--- src/rtl/rf_wb_arbiter_pkg.sv ---
// rf_wb_arbiter_pkg: shared constants and types for the RF write-port arbiter.
//
// Build-wide constants (overridable from the command line):
//   `WIDTH          - RF data width (default 32)
//   `REG_ADDR_W     - register address width (5 for RV32I)
//   `WBA_FIFO_DEPTH - long-latency buffer depth; the arbiter is built for 2
//
// Contents:
//   REG_ADDR_W, FIFO_DEPTH, AGE_W - localparam copies of the constants above
//   grant_e                       - source selected for the RF write port
//   rd_onehot()                   - register address to 32-bit one-hot mask

`ifndef WIDTH
`define WIDTH 32
`endif
`ifndef REG_ADDR_W
`define REG_ADDR_W 5
`endif
`ifndef WBA_FIFO_DEPTH
`define WBA_FIFO_DEPTH 2
`endif

package rf_wb_arbiter_pkg;

    localparam int REG_ADDR_W = `REG_ADDR_W;
    localparam int FIFO_DEPTH = `WBA_FIFO_DEPTH;
    localparam int AGE_W      = 4;

    // Source selected for the RF write port this cycle.
    typedef enum logic [1:0] {
        GRANT_NONE   = 2'd0,
        GRANT_PIPE   = 2'd1,
        GRANT_FIFO   = 2'd2,
        GRANT_BYPASS = 2'd3
    } grant_e;

    function automatic logic [31:0] rd_onehot(input logic [REG_ADDR_W-1:0] rd);
        return 32'(1) << rd;
    endfunction

endpackage

--- src/rtl/wba_fifo.sv ---
// wba_fifo: 2-entry buffer of long-latency results (rd + data) waiting for
// the RF write port.
//
// Ports:
//   clk, rst_n   - clock, asynchronous active-low reset (flushes contents)
//   push         - enqueue push_rd/push_data at the tail (never while full)
//   push_rd      - destination register of the pushed result
//   push_data    - data of the pushed result
//   pop          - drop the head entry (never while empty)
//   count        - number of valid entries (0..2)
//   head_rd      - destination register of the oldest entry
//   head_data    - data of the oldest entry
//   busy_mask    - bit n set while any valid entry targets xn
//
// Push and pop in the same cycle leave the count unchanged and advance the
// head. The busy mask is derived purely from registered entry state.

module wba_fifo
    import rf_wb_arbiter_pkg::*;
#(
    parameter int WIDTH = `WIDTH
) (
    input  logic                  clk,
    input  logic                  rst_n,
    input  logic                  push,
    input  logic [REG_ADDR_W-1:0] push_rd,
    input  logic [WIDTH-1:0]      push_data,
    input  logic                  pop,
    output logic [1:0]            count,
    output logic [REG_ADDR_W-1:0] head_rd,
    output logic [WIDTH-1:0]      head_data,
    output logic [31:0]           busy_mask
);

    logic [REG_ADDR_W-1:0] rd_q    [FIFO_DEPTH];
    logic [WIDTH-1:0]      data_q  [FIFO_DEPTH];
    logic [FIFO_DEPTH-1:0] valid_q;
    logic [1:0]            count_q;
    logic                  head_q;
    logic                  tail_ptr;

    // With two slots the tail is the head when empty and the other slot
    // when one entry is held; a full FIFO never sees a push.
    assign tail_ptr = head_q ^ count_q[0];

    always_ff @(posedge clk or negedge rst_n) begin
        if (!rst_n) begin
            for (int i = 0; i < FIFO_DEPTH; i++) begin
                rd_q[i]   <= '0;
                data_q[i] <= '0;
            end
            valid_q <= '0;
            count_q <= '0;
            head_q  <= 1'b0;
        end else begin
            if (pop) begin
                valid_q[head_q] <= 1'b0;
                head_q          <= ~head_q;
            end
            // Push after pop: when one entry is held and both happen, the
            // tail slot differs from the popped head slot, so no conflict.
            if (push) begin
                rd_q[tail_ptr]    <= push_rd;
                data_q[tail_ptr]  <= push_data;
                valid_q[tail_ptr] <= 1'b1;
            end
            count_q <= count_q + {1'b0, push} - {1'b0, pop};
        end
    end

    always_comb begin
        busy_mask = '0;
        for (int i = 0; i < FIFO_DEPTH; i++) begin
            if (valid_q[i]) begin
                busy_mask = busy_mask | rd_onehot(rd_q[i]);
            end
        end
    end

    assign count     = count_q;
    assign head_rd   = rd_q[head_q];
    assign head_data = data_q[head_q];

endmodule

--- src/rtl/rf_wb_arbiter.sv ---
// rf_wb_arbiter: shares the single RF write port between the in-order
// writeback stage and a long-latency result source. Long-latency results
// queue in a 2-entry FIFO; a starvation guard forces a one-cycle pipeline
// stall when the FIFO head has been blocked for MAX_WAIT cycles.
//
// Parameters:
//   WIDTH    - data width
//   MAX_WAIT - blocked cycles tolerated by the FIFO head (1..15)
//
// Ports:
//   i_clk, i_rst_n                     - clock, async active-low reset
//   i_wba_pipe_valid/_rd/_data         - writeback stage result
//   i_wba_lu_valid/_rd/_data           - long-latency result
//   o_wba_lu_ready                     - long-latency accept (FIFO not full)
//   o_wba_rf_we/_rd/_data              - registered RF write port
//   o_wba_stall                        - pipeline holds its writeback entry
//   o_wba_busy_mask                    - registers targeted by queued results
//
// Handshake: a long-latency result transfers on the cycle where
// i_wba_lu_valid && o_wba_lu_ready; the source holds valid/rd/data stable
// until that cycle. rd==0 transfers are accepted and dropped.
//
// Build option: define WBA_BYPASS_EN to let a long-latency result skip the
// FIFO when the FIFO is empty and the pipe has no non-zero write.

module rf_wb_arbiter
    import rf_wb_arbiter_pkg::*;
#(
    parameter int WIDTH    = `WIDTH,
    parameter int MAX_WAIT = 4
) (
    input  logic                  i_clk,
    input  logic                  i_rst_n,
    input  logic                  i_wba_pipe_valid,
    input  logic [REG_ADDR_W-1:0] i_wba_pipe_rd,
    input  logic [WIDTH-1:0]      i_wba_pipe_data,
    input  logic                  i_wba_lu_valid,
    input  logic [REG_ADDR_W-1:0] i_wba_lu_rd,
    input  logic [WIDTH-1:0]      i_wba_lu_data,
    output logic                  o_wba_lu_ready,
    output logic                  o_wba_rf_we,
    output logic [REG_ADDR_W-1:0] o_wba_rf_rd,
    output logic [WIDTH-1:0]      o_wba_rf_data,
    output logic                  o_wba_stall,
    output logic [31:0]           o_wba_busy_mask
);

    localparam logic [AGE_W-1:0] MAX_AGE = AGE_W'(MAX_WAIT);

    logic [1:0]            fifo_count;
    logic                  fifo_empty;
    logic                  fifo_full;
    logic [REG_ADDR_W-1:0] head_rd;
    logic [WIDTH-1:0]      head_data;
    logic                  fifo_push;
    logic                  fifo_pop;

    logic                  lu_accept;
    logic                  pipe_write;
    grant_e                grant;

    logic [AGE_W-1:0]      age_q;
    logic                  stall_q;

    assign fifo_empty     = (fifo_count == 2'd0);
    assign fifo_full      = (fifo_count == 2'(FIFO_DEPTH));
    assign o_wba_lu_ready = !fifo_full;

    // rd==0 results are architecturally dead: accepted but never written.
    assign lu_accept  = i_wba_lu_valid && !fifo_full && (i_wba_lu_rd != '0);
    assign pipe_write = i_wba_pipe_valid && (i_wba_pipe_rd != '0);

    always_comb begin
        grant = GRANT_NONE;
        if (stall_q && !fifo_empty) begin
            // Starvation slot: the pipeline is holding, so the head wins.
            grant = GRANT_FIFO;
        end else if (pipe_write) begin
            grant = GRANT_PIPE;
        end else if (!fifo_empty) begin
            grant = GRANT_FIFO;
`ifdef WBA_BYPASS_EN
        end else if (lu_accept) begin
            grant = GRANT_BYPASS;
`endif
        end
    end

    assign fifo_pop  = (grant == GRANT_FIFO);
    assign fifo_push = lu_accept && (grant != GRANT_BYPASS);

    wba_fifo #(
        .WIDTH(WIDTH)
    ) u_fifo (
        .clk       (i_clk),
        .rst_n     (i_rst_n),
        .push      (fifo_push),
        .push_rd   (i_wba_lu_rd),
        .push_data (i_wba_lu_data),
        .pop       (fifo_pop),
        .count     (fifo_count),
        .head_rd   (head_rd),
        .head_data (head_data),
        .busy_mask (o_wba_busy_mask)
    );

    // Age counts the cycles the current head has been passed over. The
    // stall flag is raised only after a blocked cycle at full age, and since
    // a raised stall always grants the head, it lasts exactly one cycle.
    always_ff @(posedge i_clk or negedge i_rst_n) begin
        if (!i_rst_n) begin
            age_q   <= '0;
            stall_q <= 1'b0;
        end else begin
            if (fifo_pop || fifo_empty) begin
                age_q <= '0;
            end else if (age_q != MAX_AGE) begin
                age_q <= age_q + AGE_W'(1);
            end
            stall_q <= !fifo_empty && !fifo_pop && (age_q == MAX_AGE);
        end
    end

    assign o_wba_stall = stall_q;

    // Registered write port; rd/data hold their last value on idle cycles.
    always_ff @(posedge i_clk or negedge i_rst_n) begin
        if (!i_rst_n) begin
            o_wba_rf_we   <= 1'b0;
            o_wba_rf_rd   <= '0;
            o_wba_rf_data <= '0;
        end else begin
            o_wba_rf_we <= (grant != GRANT_NONE);
            case (grant)
                GRANT_PIPE: begin
                    o_wba_rf_rd   <= i_wba_pipe_rd;
                    o_wba_rf_data <= i_wba_pipe_data;
                end
                GRANT_FIFO: begin
                    o_wba_rf_rd   <= head_rd;
                    o_wba_rf_data <= head_data;
                end
                GRANT_BYPASS: begin
                    o_wba_rf_rd   <= i_wba_lu_rd;
                    o_wba_rf_data <= i_wba_lu_data;
                end
                default: begin
                end
            endcase
        end
    end

endmodule

--- config.mk ---
export PLATFORM = sky130hd
export DESIGN_NAME = rf_wb_arbiter
export DESIGN_NICKNAME = d
export VERILOG_FILES = /design/src/rtl/rf_wb_arbiter_pkg.sv /design/src/rtl/wba_fifo.sv /design/src/rtl/rf_wb_arbiter.sv
export SDC_FILE = /design/constraint.sdc
export NUM_CORES = 1
export LEC_CHECK = 0
export CORE_AREA = 2 2 129 100
export CTS_CLUSTER_SIZE = 40
export DETAILED_ROUTE_END_ITERATION = 10
export DIE_AREA = 0 0 131 102
export PLACE_DENSITY_LB_ADDON = 0.2
export SKIP_CTS_REPAIR_TIMING = 1
export SYNTH_ARGS = -nofsm -noshare
export SYNTH_HDL_FRONTEND = slang
export SYNTH_SLANG_ARGS = --single-unit
--- constraint.sdc ---
create_clock -name i_clk -period 2.5 [get_ports i_clk]
set_clock_uncertainty 0.2 [all_clocks]
set_input_delay 0.25 -clock i_clk [delete_from_list [all_inputs] [get_ports i_clk]]
set_output_delay 0.25 -clock i_clk [all_outputs]
set_load 0.02 [all_outputs]
==> run_results.csv <==
group,metric,value,unit
status,outcome,"complete, no violations",
global_routing,grt_pass1_wl,26400,µm
logic_synthesis,synth_xor_area_share,0.301,%
logic_synthesis,synth-main-ff-cell,"dfrtp_1",
sta,worst_slew_pin_slew,0.612,ns
global_routing,track_usage,26.0,%
logic_synthesis,synth.cell_area,5830,µm²
logic_synthesis,synth_nets,606,
floorplanning,die-width,131,µm
critical_path,path_cells,"buf_4, nand3b_1, o22ai_1, clkdlybuf4s50_1",
run,cap_violations,0,
pwr,irDropWorstVdd,0.650,mV
critical_path,reg2reg_slack,0.47,ns
logic_synthesis,synthTopCellsByArea,"dfrtp_1 52%, o22ai_1 8.9%, mux2_1 7.3%",
logic_synthesis,synth-async-reset-ratio,100,%
critical_path,worst_ep_required_time,2.05,ns
sta,relSlewSlack,59.2,%
finish,antenna_cells,0,
logic_synthesis,synth_common_cells,"122 x dfrtp_1, 83 x o22ai_1, 38 x mux2_1",
critical_path,critical-path-slowest-cell,"clkdlybuf4s50_1",
cts,clock_latency,0.41,ns
sta,fin_tns_setup,0,ns
logic_synthesis,synth_area_leader_cell,"dfrtp_1",
sta,fin_crit,2.44,ns
critical_path,cp_slowest_stage_delay,0.63,ns
cts,h-tree-depth,4,
logic_synthesis,muxShareOfSynthArea,14.5,%
cts,cts_tree,"built",
critical_path,cp-end-kind,"output port",
logic_synthesis,yosysMostFrequentCell,"dfrtp_1",
cts,numCtsBuffers,17,
routing,first_pass_iters,6,
finish,drive_above_1_share,17.5,%
pwr,p_leak,3.88,nW
routing,viasPerCell,5.72,
sta,finalHoldViolCount,0,
floorplanning,die_h,102,µm
logic_synthesis,netlist_instances,525,
floorplanning,die_area,13400,µm²
placement,place.port_buffers,149,
critical_path,critical_path_class,"flop to output port",
global_routing,grt-ovfl-total,0,
logic_synthesis,synth_cell_types,38,
cts,clockRootBuffer,"clkbuf_16",
floorplanning,initial_core_util,48.4,%
routing,drc,0,
routing,wl_per_cell,19.4,µm
critical_path,r2r_cells,5,
logic_synthesis,synth_simple_gate_area_share,10.3,%
global_routing,grt_pass1_vias,5066,
pwr,cellPowerDensity,1320,nW/µm²
critical_path,critPathArrivalTime,1.99,ns
logic_synthesis,synth-seq-area-share,52.4,%
placement,post-dp-hpwl,11400,µm
floorplanning,rows,35,
routing,drt_wl_total,16800,µm
routing,vias,4946,
routing,ant_nets,0,
critical_path,r2r-start,"u_fifo.count[1]",
critical_path,r2r_end,"u_fifo.data_q[62]",
hold_path,worstHoldPathType,"input port to asynchronous set/reset pin",
floorplanning,io_pins,150,
placement,gp_congestion,0.908,
finish,finalNetCount,766,
sta,slew_violations,0,
routing,dr.first_iter.drc_count,388,
cts,max-clock-path-buffers,2,
cts,path_clk_slew,0.06,ns
logic_synthesis,yosysWarningCount,0,
critical_path,critPathLaunchType,"flop",
global_routing,grt_max_degree,45,
logic_synthesis,syn_area_per_cell,11.1,µm²
logic_synthesis,ys_ff_latch,122,
cts,numClockSinks,122,
logic_synthesis,yosys.area_share.adder,0.644,%
critical_path,crit_fanout,12,
logic_synthesis,synth_top_family_by_area,"compound AO/OA/AOI/OAI gates",
logic_synthesis,synth-edff-count,0,
finish,area_growth_syn_to_layout,43.8,%
sta,fin_crit_sh,97.8,%
sta,whs,0.211,ns
sta,fmax,0.409,GHz
logic_synthesis,synth_top_area_share,52.4,%
floorplanning,core_area,12000,µm²
logic_synthesis,synth_compound_gate_area_share,16.6,%
global_routing,antenna_found_initial,0,
sta,setup_viol,0,
-- layout make-up --
type | instances | area [µm²]
Timing Repair Buffer | 181 | 1870
Tap cell | 166 | 208
Inverter | 25 | 93.8
Multi-Input combinational cell | 338 | 2530
Fill cell | 876 | 3660
Clock inverter | 12 | 161
Clock buffer | 20 | 457
Sequential cell | 122 | 3060
-- worst max-delay path, delay by kind of cell, from the launching register on --
kind / cells / cell delay (ns)
buf+inv: 2 / 0.83
flops: 1 / 0.42
compound gates: 1 / 0.15
simple gates: 1 / 0.19
-- flip-flops by register name, indices dropped and copies added, names as in the netlist, 2 cells and up --
register        count
u_fifo.data_q      64
o_wba_rf_data      32
u_fifo.rd_q        10
o_wba_rf_rd         5
age_q               4
u_fifo.count        2
u_fifo.valid_q      2
-- worst max path at each step --
stage	from	to	slack [ns]	depth (start not counted)
floorplan	i_wba_lu_rd[0]	u_fifo.data_q[54]	0.52	6
global placement	i_wba_lu_rd[3]	u_fifo.data_q[16]	0.04	6
detailed placement	i_wba_lu_rd[3]	u_fifo.data_q[20]	-0.02	6
CTS	u_fifo.valid_q[0]	o_wba_busy_mask[4]	-0.32	4
global route	u_fifo.rd_q[9]	o_wba_busy_mask[27]	-0.0008	4
finish	u_fifo.rd_q[2]	o_wba_busy_mask[27]	0.06	4
-- cell families after synthesis --
family | count (synthesis)
AOI/OAI and AO/OA | 143
DFF | 122
and+or+nand+nor | 115
muxes | 75
buffers and inverters | 65
adders and majority gates | 3
xor gates and xnor gates | 2
-- report_power, final --
group,total [mW],switching [mW],internal [mW]
registers,3.71,0.732,2.97
clock network,2.56,0.924,1.63
logic,4.81,2.51,2.31
-- cell usage in the layout, fill, tap and decap left out, types with 2 or more instances in the layout --
cell	instances
a211oi_1	20
a21oi_1	3
and2_1	2
buf_12	5
buf_4	27
bufinv_16	3
clkbuf_16	17
clkbuf_8	2
clkdlybuf4s50_1	117
clkinvlp_4	3
dfrtp_1	117
dfrtp_2	5
dlymetal6s2s_1	31
ha_1	3
inv_1	25
inv_6	4
mux2_1	38
mux2_2	36
nand2_1	26
nand2b_1	7
nand2b_2	3
nand3_1	7
nand3b_1	3
nor2_1	11
nor2b_1	18
nor3_1	19
o21ai_0	10
o22ai_1	83
o2bb2ai_1	16
o32ai_1	4
or2_2	7
or3_1	5
xnor2_1	2
-- per-stage QoR --
step	power (mW)	cells	area, µm²	utilization (%)	setup WS [ns]
finish	11.1	864	8380	69.6	0.0555
global route	11.7	864	8380	69.6	-0.000848
CTS	11.1	863	8270	68.7	-0.317
detailed placement	8.45	831	7650	63.5	-0.0209
global placement	8.30	831	7650	63.5	0.0355
floorplan	6.47	525	5830	-	0.521
-- metal layers --
metal	up-vias	GRT usage, %	wire, µm
li1	2268	-	-
met1	2464	36.7	7690
met2	197	40.6	7820
met3	17	5.76	1110
met4	0	7.69	178
met5	-	0	0
Power figures use the tool's default switching activity.
==> RTL change (same settings) <==
Change the package constant `AGE_W` from 4 to 6.
--- a/src/rtl/rf_wb_arbiter_pkg.sv
+++ b/src/rtl/rf_wb_arbiter_pkg.sv
@@ -24,7 +24,7 @@
 
     localparam int REG_ADDR_W = `REG_ADDR_W;
     localparam int FIFO_DEPTH = `WBA_FIFO_DEPTH;
-    localparam int AGE_W      = 4;
+    localparam int AGE_W      = 6;
 
     // Source selected for the RF write port this cycle.
     typedef enum logic [1:0] {
Formal check against the unedited RTL: no difference found for any inputs over 4 cycles, from zero or initial values and one cycle with i_rst_n low; that may be too few to reach the edited logic, so the function may still have changed.
==> RTL change against the unedited design <==
Sequential share of layout area fell by 1.4 points. Design area rose by 5.6%. Hold slack got worse by 0.037 ns. Utilization rose by 3.9 points. Power rose by 6.8%. Largest cell class unchanged. Worst setup slack improved by 0.013 ns. Synthesized area rose by 11%. Sequential cell count rose by 2. Wire length rose by 7.1%.
==> RTL change: results (changes against the unedited design) <==
Tot GR Track Use -> 27.8% (+1.8 points)
Post-synthesis sequential area ratio -> 48.2% (-4.2 points)
DRT met1 WL -> 7.89 mm (+2.6%)
Top post-synthesis cells by area -> dfrtp_1, mux2_4, mux2_2, nand2b_1, nand3_1
Worst Tran Pin Value -> 0.522 ns (-0.0892 ns)
Drt via density -> 5.95 (+4.0%)
VDD IR-drop max -> 0.750 mV (+15%)
NumNets Final -> 791 (+3.3%)
Gp weighted congestion -> 0.941 (+3.7%)
Cell leakage power -> 4.02 nW (+3.5%)
Post-synth cell types -> 47 (+24%)
Adder-Cell Fraction of Synth Area -> 0.583% (-0.061 points)
Met2 global-route usage -> 44.5% (+3.9 points)
Max FO, Critical Path -> 11 (-1)
Ys async rst share -> 100% (unchanged)
HPWL after DPL -> 12.2 mm (+7.4%)
Compound-gate portion of the synthesized area -> 15.0% (-1.6 points)
Mux share of post-synthesis cell area -> 14.9% (+0.47 points)
Most frequent cells after synthesis -> dfrtp_1, nand2b_1, nand3_1
Worst-Skew Late Latency -> 0.40 ns
Worst Hold Slack -> 0.174 ns (-0.0374 ns)
Synth Area in XOR/XNOR -> 0.544% (+0.24 points)
FF-to-FF End -> o_wba_rf_data[31]
Met3 Resource Use GR -> 5.45% (-0.31 points)
Synthesized net count -> 623 (+2.8%)
Status -> completed
Routed wire per std cell -> 20.2 um (+4.1%)
Vias in the first global route -> 5335 (+5.3%)
Starting DRC count in detailed routing -> 529 (+36%)
Reg2Reg Launch Point -> u_fifo.count[0]
M1 GR Usage -> 38.8% (+2.1 points)
DR WL met2 -> 8.53 mm (+9.1%)
Share of layout cells above drive strength 1 -> 26.0% (+8.5 points)
First-pass GRT wire length -> 28.2 mm (+7.2%)
Largest net degree at the start of global routing -> 57 (+27%)
DR WL met3 -> 1.36 mm (+23%)
First-pass iteration count of the detailed router -> 5 (-1)
RTL change: kinds of logic after synthesis:
group	Yosys count
AND/OR/NAND/NOR	175
buffers and inverters	46
adder cells (fa/ha/maj)	3
AO/OA/AOI/OAI	114
XOR/XNOR	4
flip-flops	124
multiplexers	76
RTL change: worst max path at each step:
stage                   startpoint  cells after the start                  end  slack, ns
floorplan           u_fifo.rd_q[4]                      3   o_wba_busy_mask[0]       0.36
global placement    i_wba_lu_rd[4]                      6    u_fifo.data_q[16]      -0.11
detailed placement  i_wba_lu_rd[4]                      6    u_fifo.data_q[11]      -0.13
CTS                 u_fifo.rd_q[2]                      5   o_wba_busy_mask[3]      -0.36
global route        u_fifo.rd_q[4]                      4   o_wba_busy_mask[4]     -0.006
finish              u_fifo.rd_q[3]                      4  o_wba_busy_mask[23]       0.07
RTL change: critical path: stages, from the launching register on:
cell and delay [ns]:
dfrtp_2 0.49, nor2_1 0.16, nand3_1 0.12, o22ai_1 0.17, clkdlybuf4s50_1 0.63
RTL change: layout make-up:
class,instances,area (sq um)
tap,166,208
multi-input combinational,372,2990
clock inverter,7,110
inverter,7,26.3
sequential,124,3110
clock buffer,25,495
fill,795,3200
timing repair buffer,188,1910
RTL change: per-stage QoR:
stage / worst slack [ns] / instances / power, mW / area, sq um
global route: -0.00569 / 889 / 12.4 / 8840
CTS: -0.360 / 885 / 11.8 / 8780
floorplan: 0.363 / 542 / 7.26 / 6440
detailed placement: -0.129 / 853 / 9.20 / 8170
finish: 0.0681 / 889 / 11.8 / 8840
global placement: -0.111 / 853 / 8.98 / 8170
RTL change: power by group:
group	switching (mW)	total (mW)	leakage, nW	internal (mW)
logic	2.72	5.57	2.26	2.85
registers	0.732	3.74	1.46	3.01
clock network	0.849	2.52	0.301	1.67
